--- config.mk ---
export PLATFORM = sky130hd
export DESIGN_NAME = ddr_region_reader
export DESIGN_NICKNAME = d
export VERILOG_FILES = /design/src/rtl/ddr_region_reader.sv
export SDC_FILE = /design/constraint.sdc
export NUM_CORES = 1
export LEC_CHECK = 0
export ABC_AREA = 1
export CAP_MARGIN = 20
export CORE_AREA = 2 2 151 153
export DETAILED_ROUTE_END_ITERATION = 8
export DIE_AREA = 0 0 153 155
export HOLD_SLACK_MARGIN = 0.06
export PLACE_DENSITY = 0.87
export SYNTH_ARGS = -nofsm -noshare
export SYNTH_HDL_FRONTEND = slang
export SYNTH_SLANG_ARGS = --single-unit
--- constraint.sdc ---
create_clock -name clk -period 7.05 [get_ports clk]
set_input_delay 1.0575 -clock clk [delete_from_list [all_inputs] [get_ports clk]]
set_output_delay 1.0575 -clock clk [all_outputs]
set_load 0.02 [all_outputs]
--- src/rtl/ddr_region_reader.sv ---
`default_nettype none
// ============================================================================
// Module   : ddr_region_reader
// Brief    : AXI4 read master that streams one contiguous DDR region as words,
//            splitting bursts at 4 KB and capturing the config word (id 0).
// Revision : 1.0 - initial release
// ============================================================================
module ddr_region_reader #(
    parameter int DATA_WIDTH = 64,
    parameter int ADDR_WIDTH = 32,
    parameter int CNT_WIDTH  = 20,
    parameter int MAX_BURST  = 16
) (
    input  logic                  clk,
    input  logic                  rst_n,
    input  logic                  cmd_valid,
    output logic                  cmd_ready,
    input  logic [ADDR_WIDTH-1:0] cmd_addr,
    input  logic [CNT_WIDTH-1:0]  cmd_words,
    input  logic [2:0]            cmd_id,
    output logic                  m_arvalid,
    input  logic                  m_arready,
    output logic [ADDR_WIDTH-1:0] m_araddr,
    output logic [7:0]            m_arlen,
    output logic [2:0]            m_arsize,
    output logic [1:0]            m_arburst,
    input  logic                  m_rvalid,
    output logic                  m_rready,
    input  logic [DATA_WIDTH-1:0] m_rdata,
    input  logic [1:0]            m_rresp,
    input  logic                  m_rlast,
    output logic                  out_valid,
    input  logic                  out_ready,
    output logic [DATA_WIDTH-1:0] out_data,
    output logic [2:0]            out_id,
    output logic                  out_last,
    output logic [DATA_WIDTH-1:0] cfg_word,
    output logic                  cfg_valid,
    output logic                  done,
    output logic                  err
);

    localparam int c_BYTES = DATA_WIDTH / 8;
    localparam int c_SIZE  = $clog2(c_BYTES);

    typedef enum logic [1:0] {
        S_IDLE = 2'd0,
        S_AR   = 2'd1,
        S_DATA = 2'd2,
        S_FIN  = 2'd3
    } state_t;

    state_t                r_state;
    state_t                w_next;

    logic [ADDR_WIDTH-1:0] r_addr;
    logic [CNT_WIDTH-1:0]  r_remaining;
    logic [8:0]            r_beats;
    logic [2:0]            r_id;
    logic                  r_first;
    logic                  r_out_valid;
    logic [DATA_WIDTH-1:0] r_out_data;
    logic [2:0]            r_out_id;
    logic                  r_out_last;
    logic [DATA_WIDTH-1:0] r_cfg_word;
    logic                  r_cfg_valid;
    logic                  r_done;
    logic                  r_err;

    logic                  w_cmd_hs;
    logic                  w_ar_hs;
    logic                  w_r_hs;
    logic                  w_out_hs;
    logic                  w_misaligned;
    logic [12:0]           w_to_4k;
    logic [12:0]           w_burst;

    assign w_cmd_hs     = cmd_valid && cmd_ready;
    assign w_ar_hs      = m_arvalid && m_arready;
    assign w_r_hs       = m_rvalid && m_rready;
    assign w_out_hs     = r_out_valid && out_ready;
    assign w_misaligned = (cmd_addr & ADDR_WIDTH'(c_BYTES - 1)) != '0;

    // Words left before the next 4 KB page boundary (1..4096/c_BYTES).
    assign w_to_4k = (13'h1000 - {1'b0, r_addr[11:0]}) >> c_SIZE;

    always_comb begin
        w_burst = 13'(MAX_BURST);
        if (w_to_4k < w_burst) begin
            w_burst = w_to_4k;
        end
        if (r_remaining < CNT_WIDTH'(w_burst)) begin
            w_burst = 13'(r_remaining);
        end
    end

    assign m_araddr  = r_addr;
    assign m_arlen   = (r_state == S_AR) ? 8'(w_burst - 13'd1) : 8'd0;
    assign m_arsize  = 3'(c_SIZE);
    assign m_arburst = 2'b01;

    assign out_valid = r_out_valid;
    assign out_data  = r_out_data;
    assign out_id    = r_out_id;
    assign out_last  = r_out_last;
    assign cfg_word  = r_cfg_word;
    assign cfg_valid = r_cfg_valid;
    assign done      = r_done;
    assign err       = r_err;

    always_ff @(posedge clk) begin
        if (!rst_n) begin
            r_state <= S_IDLE;
        end else begin
            r_state <= w_next;
        end
    end

    always_comb begin
        w_next    = r_state;
        cmd_ready = 1'b0;
        m_arvalid = 1'b0;
        m_rready  = 1'b0;
        case (r_state)
            S_IDLE: begin
                cmd_ready = rst_n;
                if (cmd_valid && rst_n) begin
                    w_next = (w_misaligned || cmd_words == '0) ? S_FIN : S_AR;
                end
            end
            S_AR: begin
                m_arvalid = 1'b1;
                if (m_arready) begin
                    w_next = S_DATA;
                end
            end
            S_DATA: begin
                m_rready = !r_out_valid || out_ready;
                if (m_rvalid && m_rready && r_beats == 9'd1) begin
                    w_next = (r_remaining == CNT_WIDTH'(1)) ? S_FIN : S_AR;
                end
            end
            S_FIN: begin
                if (!r_out_valid || out_ready) begin
                    w_next = S_IDLE;
                end
            end
            default: w_next = S_IDLE;
        endcase
    end

    always_ff @(posedge clk) begin
        if (!rst_n) begin
            r_addr      <= '0;
            r_remaining <= '0;
            r_beats     <= '0;
            r_id        <= '0;
            r_first     <= 1'b0;
            r_out_valid <= 1'b0;
            r_out_data  <= '0;
            r_out_id    <= '0;
            r_out_last  <= 1'b0;
            r_cfg_word  <= '0;
            r_cfg_valid <= 1'b0;
            r_done      <= 1'b0;
            r_err       <= 1'b0;
        end else begin
            r_done <= 1'b0;
            if (w_out_hs) begin
                r_out_valid <= 1'b0;
            end
            case (r_state)
                S_IDLE: begin
                    if (w_cmd_hs) begin
                        r_addr      <= cmd_addr;
                        r_remaining <= cmd_words;
                        r_id        <= cmd_id;
                        r_first     <= 1'b1;
                        r_err       <= w_misaligned;
                        if (cmd_id == 3'd0) begin
                            r_cfg_valid <= 1'b0;
                        end
                    end
                end
                S_AR: begin
                    if (w_ar_hs) begin
                        r_beats <= {1'b0, m_arlen} + 9'd1;
                    end
                end
                S_DATA: begin
                    // A load here overrides the drain clear above, so a word can
                    // leave and the next one arrive in the same cycle.
                    if (w_r_hs) begin
                        r_out_valid <= 1'b1;
                        r_out_data  <= m_rdata;
                        r_out_id    <= r_id;
                        r_out_last  <= (r_remaining == CNT_WIDTH'(1));
                        r_remaining <= r_remaining - CNT_WIDTH'(1);
                        r_beats     <= r_beats - 9'd1;
                        r_addr      <= r_addr + ADDR_WIDTH'(c_BYTES);
                        r_first     <= 1'b0;
                        if (m_rresp != 2'b00 || m_rlast != (r_beats == 9'd1)) begin
                            r_err <= 1'b1;
                        end
                        if (r_first && r_id == 3'd0) begin
                            r_cfg_word  <= m_rdata;
                            r_cfg_valid <= 1'b1;
                        end
                    end
                end
                S_FIN: begin
                    if (!r_out_valid || out_ready) begin
                        r_done <= 1'b1;
                    end
                end
                default: ;
            endcase
        end
    end

endmodule
`default_nettype wire
==> results.py <==
metrics = {
    "sta": {
        "clock.fmax_mhz": 177.3,
        "fin_crit_ps": 5642,
        "slew_violations": 0,
        "grt_setup_unrepaired": "no",
        "fin_skew_ps": 16.68,
        "final-hold-violation-count": 0,
        "layout_setup_ws_ps": 1408,
        "hold_ws_ps": 457.1,
        "worst_slew_pin_slew_ps": 1044,
        "finalSetupViolCount": 0,
        "fin_crit_sh": 0.8002,
        "fin_setup_tns_ps": 0,
        "slew_headroom": 0.3039,
    },
    "routing": {
        "drc_errors": 0,
        "wl_per_cell_um": 15.95,
        "first_iter_violations": 664,
        "vias_per_cell": 5.261,
        "vias": 10250,
        "drtPass1Iterations": 5,
        "antenna_left": 0,
        "routed_wl_um": 31090,
    },
    "clocking": {
        "post_cts_resized": 0,
        "cts_tree": "yes",
        "insertion_delay_ps": 510,
        "htreeDepth": 1,
        "cts_sinks": 203,
        "cts_setup_buffers": 0,
        "clockBufferDepth": 3,
        "root_buffer": "clkbuf_16",
        "holdBufCountCts": 0,
        "clkTransAtPathRegs_ps": 60,
        "cts_made_buffers": 23,
    },
    "synth": {
        "synth_area_um2": 9837,
        "synth_top_area_frac": 0.4131,
        "yosysMostFrequentCell": "nand2_1",
        "ys_seq_area_frac": 0.4131,
        "synth_simple_gate_area_frac": 0.2677,
        "ys_top_cells_by_area": "dfxtp_1 41%, nand2_1 9.1%, nor2_1 9.0%, a21oi_1 5.8%, o21ai_0 5.7%",
        "synth_xor_area_frac": 0.02137,
        "synth_mux_area_frac": 0,
        "synth_top_area_cell": "dfxtp_1",
        "synth_compound_area_frac": 0.1926,
        "ys.flop_type": "dfxtp_1",
        "synth_top_family_by_area": "simple AND/OR/NAND/NOR gates",
        "ys_types": 53,
        "netlist_top_cells_count": "239 x nand2_1, 235 x nor2_1, 203 x dfxtp_1, 114 x a21oi_1",
        "ys_ff_latch": 203,
        "ys_warn_count": 0,
        "syn_inst": 1384,
        "syn_area_per_cell_um2": 7.108,
        "synth_fa_ha_area_frac": 0.02035,
        "async_reset_ff_frac": 0,
        "synth_edf_count": 0,
    },
    "final_layout": {
        "final_cells": 1949,
        "multiInputGateArea_um2": 5006,
        "num-nets-final": 1795,
        "n_antenna_cell": 0,
        "drive_gt1_frac": 0.06851,
        "final_cell_area_um2": 13770,
        "areaGrowthSynthToFinish_pct": 40.02,
        "fillers": 1927,
        "utilization": 0.6196,
        "regArea_um2": 4064,
    },
    "hold_path": {
        "hp-start": "out_data[48]",
        "whs_endpoint": "out_data[48]",
        "hold_depth": 2,
        "hp-class": "flip-flop to flip-flop",
    },
    "pwr": {
        "pwr-share-seq": 0.305,
        "p_total_mw": 5.076,
        "leakage_nw": 5.381,
        "p_int_mw": 2.952,
        "p_per_area_nw_per_um2": 368.5,
        "switchingPower_mw": 2.124,
        "ir_drop_mv": 0.1984,
        "p_comb_frac": 0.460,
        "clkPwrFrac": 0.235,
        "switching_share": 0.4184,
    },
    "placement": {
        "hpwl_um": 22030,
        "place_inst": 1911,
        "place_area_um2": 13040,
        "pre_cts_ws_ps": 2006,
        "gp_congestion": 0.8869,
        "io_buffers": 306,
    },
    "setup_path": {
        "crit_path_end_kind": "output port",
        "cp-start-kind": "flip-flop",
        "r2r_slack_ps": 2830,
        "rr_endpoint": "r_beats[2]",
        "critPathBufInv": 5,
        "max_stage_delay_ps": 610,
        "reg2reg_from": "m_araddr[4]",
        "critPathMostFrequentCell": "nand2_1",
        "cp_top_family": "simple AND/OR/NAND/NOR gates",
        "path_class": "flip-flop to output port",
        "crit_slowest_cell": "clkdlybuf4s50_1",
        "cp_max_fo": 13,
        "reg2regPathDepth": 29,
        "critical_path_arrival_ps": 4580,
        "required_ps": 5990,
    },
    "die": {
        "rows": 55,
        "die_x_um": 153,
        "die_area_um2": 23720,
        "coreArea_um2": 22230,
        "fp.dieH_um": 155,
        "ios": 312,
        "initial_utilization": 0.4426,
    },
    "global_route": {
        "first_global_vias": 9973,
        "grt_overflow_total": 0,
        "grt_pass1_wl_um": 50170,
        "grt_util_all_layers": 0.2539,
        "antenna_found_initial": 0,
        "grt_max_degree": 102,
    },
    "job": {
        "cap_violations": 0,
    },
    "status": {
        "outcome": "complete, no violations",
    },
}
-- power by group through the flow --
stage	combinational [mW]	sequential [mW]	clock (mW)
3_5_place_dp	2.32	1.57	0
4_1_cts	2.33	1.55	1.21
3_3_place_gp	2.28	1.56	0
6_report	2.34	1.55	1.19
5_1_grt	2.60	1.58	1.26
2_1_floorplan	1.42	1.70	0
-- final cells by class --
class | count | area share
repair buffers | 316 | 0.2275
inverters | 128 | 0.03516
multi-input cells | 979 | 0.3635
clock buffers | 31 | 0.04469
flip-flops and latches | 203 | 0.2951
clock inverters | 7 | 0.008267
well taps | 285 | 0.02589
-- flip-flops by register name, summed over array words and instances (netlist names), 2 cells and up --
register / cells
r_state: 2
r_beats: 9
out_data: 64
cfg_word: 64
m_araddr: 32
r_remaining: 20
out_id: 3
r_id: 3
-- per-layer routing --
layer	part of all wire	track usage
met3	0.079	0.06574
met4	0.054	0.1257
met1	0.40	0.3056
met2	0.47	0.4230
met5	0	0
-- worst max-delay path by stage --
stage | start | to | slack, ps | depth (start not counted)
finish | m_araddr[4] | m_arlen[7] | 1410 | 28
global route | m_araddr[4] | m_arlen[7] | 880 | 28
CTS | m_araddr[4] | m_arlen[7] | 1420 | 28
detailed placement | m_araddr[4] | m_arlen[7] | 2010 | 28
global placement | m_araddr[4] | m_arlen[7] | 2110 | 28
floorplan | m_araddr[4] | m_arlen[7] | 2710 | 23
-- tightest hold or removal path, delay by kind of cell, from the launching register on --
kind / cells / cell delay, ps
flops: 1 / 300
simple gates: 1 / 60
compound gates: 1 / 50
-- layout by cell type, fill, tap and decap left out, drive strengths merged, types with 2 or more instances in the layout --
cell and n:
a221oi 2, clkinv 5, o211ai 10, conb 10, clkdlybuf4s50 305, or4 2
a21oi 117, xnor2 5, o31ai 4, nand2 253, a31oi 7, clkbuf 31
a211oi 64, dfxtp 203, xor2 19, nand3 52, bufinv 3, ha 16
nor2 253, nand3b 3, a311oi 2, nand4 12, nor4 5, inv 127
o21ai 117, buf 11, nor3 16, nor4b 2
-- cell families (layout without fill, tap and decap cells) --
group                      after synthesis  count (layout)
AOI/OAI and AO/OA                      328             328
xor gates and xnor gates                24              24
adders and majority gates               16              16
buffers and inverters                  210             482
DFF                                    203             203
other                                    2              10
and+or+nand+nor                        601             601
No activity file was read; power rests on OpenSTA's default activity.
==> edit 1: new RTL, same settings <==
Encoding of `state_t`: now one-hot (4 bits for 4 states).
--- a/src/rtl/ddr_region_reader.sv
+++ b/src/rtl/ddr_region_reader.sv
@@ -43,11 +43,11 @@
     localparam int c_BYTES = DATA_WIDTH / 8;
     localparam int c_SIZE  = $clog2(c_BYTES);
 
-    typedef enum logic [1:0] {
-        S_IDLE = 2'd0,
-        S_AR   = 2'd1,
-        S_DATA = 2'd2,
-        S_FIN  = 2'd3
+    typedef enum logic [3:0] {
+        S_IDLE = 4'b0001,
+        S_AR   = 4'b0010,
+        S_DATA = 4'b0100,
+        S_FIN  = 4'b1000
     } state_t;
 
     state_t                r_state;
Check against the original RTL: same outputs for any inputs over 4 cycles, from zero or initial values and one cycle with rst_n low; so few cycles prove little.
==> edit 1 against the original RTL <==
- setup slack improved by 110 ps
- die area did not move
- critical path type unchanged
- routed wire length fell by 1.9%
- synthesized area rose by 0.47%
- design area rose by 0.44%
- sequential cell count rose by 2
Power is not compared: it rests on default switching activity, and its combinational part moved more than twofold at a synthesized area within 25%.
==> edit 1: results <==
[worst_setup_path]
slowest_stage = "clkdlybuf4s50_1"
critPathTopFamily = "simple AND/OR/NAND/NOR gates"
cp_max_fo = 15
max_stage_delay_ps = 650
arrival_ps = 4480

[synth]
synth-xor-area-share_pct = 1.95
synth-main-ff-cell = "dfxtp_1"
yosys_warnings = 0
synth_compound_area_share_pct = 20.7
synthTopCellsByArea = "dfxtp_1 42%, a211oi_1 9.8%, nor2_1 9.1%, inv_1 6.2%, nand2_1 6.1%"
synthArstFlopShare_pct = 0
synth_edf_count = 0
synth_common_cells = "240 x nor2_1, 205 x dfxtp_1, 163 x inv_1, 160 x nand2_1, 129 x a211oi_1"
ys_seq_area_share_pct = 41.5
muxShareOfSynthArea_pct = 0
synthDistinctLibCells = 50
yosys.area_share.adder_pct = 2.03

[drt]
via_per_inst = 5.26
wl_per_cell_um = 15.8
drtPass1Iterations = 4
drtIter0Drc = 651

[global_routing]
grt_pass1_vias = 9558
grt_max_degree = 105
gr-usage-all-layers_pct = 24.2
grt_pass1_wl_um = 47700
antenna_found_initial = 1

[placement]
placedInstanceArea_mm2 = 0.0131
dpl_worst_slack_ps = 2070
post-dp-hpwl_um = 21800
port_buffers = 306
gp_congestion = 0.940

[cts]
post_cts_resized = 0
clockBufferDepth = 3
cts_root_buffer = "clkbuf_16"
cts.reportedPaths.clkPinSlew_ps = 60
ctsHoldBuffers = 0
htreeDepth = 1
post_cts_buffers = 0
clk_latency_ps = 510
cts_made_buffers = 23

[status]
outcome = "finished clean"

[sta]
skew_ps = 9.29
worst_pin_slew_ps = 1030

[final_layout]
fin_nets = 1768
final_layout_size_suffix_gt1_share_pct = 5.98

[hold_path]
hp-class = "flip-flop to flip-flop"

[power_and_ir_drop]
leakagePower_nw = 5.50
peakVddDrop_uv = 187
-- edit 1: worst paths after layout --
kind          startpoint           to  slack (ps)  depth (start not counted)
max          m_araddr[3]   m_arlen[6]        1520                         23
min          cfg_word[0]  cfg_word[0]         470                          2
max reg2reg  m_araddr[3]   r_beats[6]        3120                         26
min reg2reg  cfg_word[0]  cfg_word[0]         470                          2
-- edit 1: layout make-up --
class	count	area (µm²)
Clock buffer	31	656
Multi-Input combinational cell	905	4840
Antenna cell	1	2.50
Sequential cell	205	4100
Fill cell	1930	8390
Clock inverter	9	57.6
Inverter	172	651
Timing Repair Buffer	317	3170
Tap cell	285	357
-- edit 1: cell families (layout without fill, tap and decap cells) --
family                     after synthesis  count (layout)
adders and majority gates               16              16
DFF                                    205             205
other                                    2              11
AOI/OAI and AO/OA                      326             326
xor gates and xnor gates                22              22
and+or+nand+nor                        531             531
buffers and inverters                  253             529
-- edit 1: metrics by stage --
step,cells,utilization [%],power (mW),hold WS (ps)
6_report,1925,62.2,3.21,471
5_1_grt,1925,62.2,3.37,500
4_1_cts,1923,62.1,3.22,479
3_5_place_dp,1883,58.9,2.08,467
3_3_place_gp,1883,58.9,2.06,452
2_1_floorplan,1363,-,1.83,449
-- edit 1: worst register-to-register path: cells and delay by family (launching register included) --
kind,cells,cell delay (ps)
simple gates,18,2100
flops,1,420
buf+inv,3,270
compound gates,2,350
fa+ha+maj,3,770
-- edit 1: per-layer routing --
layer | wire length (µm) | global-route usage, % | share of wire (%) | vias to the layer above
met2 | 13900 | 39.1 | 46 | 343
met3 | 2140 | 5.68 | 7.0 | 108
met4 | 1730 | 13.0 | 5.7 | 0
met1 | 12700 | 30.0 | 42 | 4613
li1 | - | - | - | 5052
met5 | 0 | 0 | 0 | -
-- edit 1: power by group --
part           switching (mW)  internal, mW
Combinational           0.489         0.302
Sequential             0.0629          1.21
Clock                   0.491         0.652
==> edit 2: new RTL, same flow settings <==
Made on the original files. `ADDR_WIDTH`: 32 -> 36.
--- a/src/rtl/ddr_region_reader.sv
+++ b/src/rtl/ddr_region_reader.sv
@@ -7,7 +7,7 @@
 // ============================================================================
 module ddr_region_reader #(
     parameter int DATA_WIDTH = 64,
-    parameter int ADDR_WIDTH = 32,
+    parameter int ADDR_WIDTH = 36,
     parameter int CNT_WIDTH  = 20,
     parameter int MAX_BURST  = 16
 ) (
Ports: changed (resized cmd_addr and m_araddr); port bits go from 312 to 320. The function was not compared with the original's and may differ.
==> edit 2 against the original RTL <==
- synthesized area grew 1.7%
- register-to-register slack hardly changed
- design area is 2.2% higher
- combinational power decreased by 6%
- total power down 2.0%
- setup slack improved by 53 ps
- critical path depth fell by 3
- routed wire length up 8.0%
- sequential cell count rose by 4
- fmax increased by 0.95%
- count of clock-buffer cells in the layout is 1 lower
- largest power group unchanged
==> edit 2: results <==
[status]
outcome = "finished clean"

[global_routing]
antenna_found_initial = 4
gr-usage-all-layers_pct = 27.1
grt_pass1_vias = 10400
grt_pass1_wl_um = 53100
grt_max_degree = 92

[synth]
synth-xor-area-share_pct = 2.19
synth_compound_area_share_pct = 18.6
ys_seq_area_share_pct = 41.4
yosys_warnings = 0
synthDistinctLibCells = 51
yosys.area_share.adder_pct = 2.00
synth_common_cells = "301 x nand2_1, 244 x nor2_1, 207 x dfxtp_1, 152 x a21oi_1, 137 x o21ai_0"
synthTopCellsByArea = "dfxtp_1 41%, nand2_1 11%, nor2_1 9.2%, a21oi_1 7.6%, o21ai_0 6.9%"
muxShareOfSynthArea_pct = 0
synthArstFlopShare_pct = 0

[power_and_ir_drop]
leakagePower_nw = 5.44
peakVddDrop_uv = 250
switching_share_pct = 41.4

[sta]
maxSlewHeadroom_pct = 38.7
skew_ps = 9.40

[cts]
post_cts_buffers = 0
htreeDepth = 1
cts.reportedPaths.clkPinSlew_ps = 60
cts_root_buffer = "clkbuf_16"
cts_made_buffers = 23

[worst_setup_path]
cp_max_fo = 14
arrival_ps = 4530
critPathTopFamily = "simple AND/OR/NAND/NOR gates"
slowest_stage = "clkdlybuf4s50_1"
max_stage_delay_ps = 590

[drt]
wl_per_cell_um = 16.7
routed-wl-met2_um = 16400
drtPass1Iterations = 7
met1_length_um = 12800
maxUsedRoutingLayer = "met5"
drtIter0Drc = 676
wl_met3_um = 3090
vias = 10800

[final_layout]
final_layout_size_suffix_gt1_share_pct = 6.10
fin_nets = 1857

[hold_path]
hp-class = "flip-flop to flip-flop"

[placement]
port_buffers = 314
dpl_worst_slack_ps = 1970
gp_congestion = 0.920
post-dp-hpwl_um = 23100
-- edit 2: changes by cell type after synthesis, moves of 9 or more --
cell	before	now
a211oi_1	64	10
a21oi_1	114	152
inv_1	112	81
inv_2	14	5
nand2_1	239	301
nand3_1	48	30
nor2_1	235	244
o21ai_0	112	137
-- edit 2: stage by stage --
step	power (mW)	instance area (µm²)	cells	hold slack (ps)
2_1_floorplan	3.02	10000	1444	449
3_3_place_gp	3.67	13300	1967	447
3_5_place_dp	3.75	13300	1969	452
4_1_cts	4.98	14100	2007	461
5_1_grt	5.28	14100	2009	478
6_report	4.97	14100	2010	458
-- edit 2: worst paths after layout --
path | startpoint | to | slack (ps) | cells after the start
setup reg to reg | m_araddr[3] | r_beats[6] | 2820 | 28
hold / removal | out_data[36] | out_data[36] | 460 | 2
setup / recovery | m_araddr[3] | m_arlen[7] | 1460 | 25
hold reg to reg | out_data[36] | out_data[36] | 460 | 2
-- edit 2: routing by layer --
metal	up-vias	global-route usage (%)
met1	5042	31.2
met3	86	8.36
li1	5245	-
met2	448	47.4
met4	2	10.3
met5	-	0
-- edit 2: area by class of cell --
type	count	area [µm²]
multi-input cells	1060	5220
fillers	1888	8160
clock inverters	8	121
inverters	93	352
well taps	285	357
repair buffers	324	3250
clock buffers	30	622
diodes	3	7.51
flip-flops and latches	207	4140
-- edit 2: power groups by stage --
stage,Combinational [mW],Sequential (mW),Clock (mW)
3_3_place_gp,2.10,1.57,0
6_report,2.19,1.57,1.21
4_1_cts,2.18,1.56,1.23
5_1_grt,2.42,1.59,1.28
2_1_floorplan,1.34,1.68,0
3_5_place_dp,2.17,1.58,0
-- edit 2: tightest hold or removal path, stage by stage, from the launching register on --
cell and delay (ps):
dfxtp_1 310, nand2_1 60, a21oi_1 50
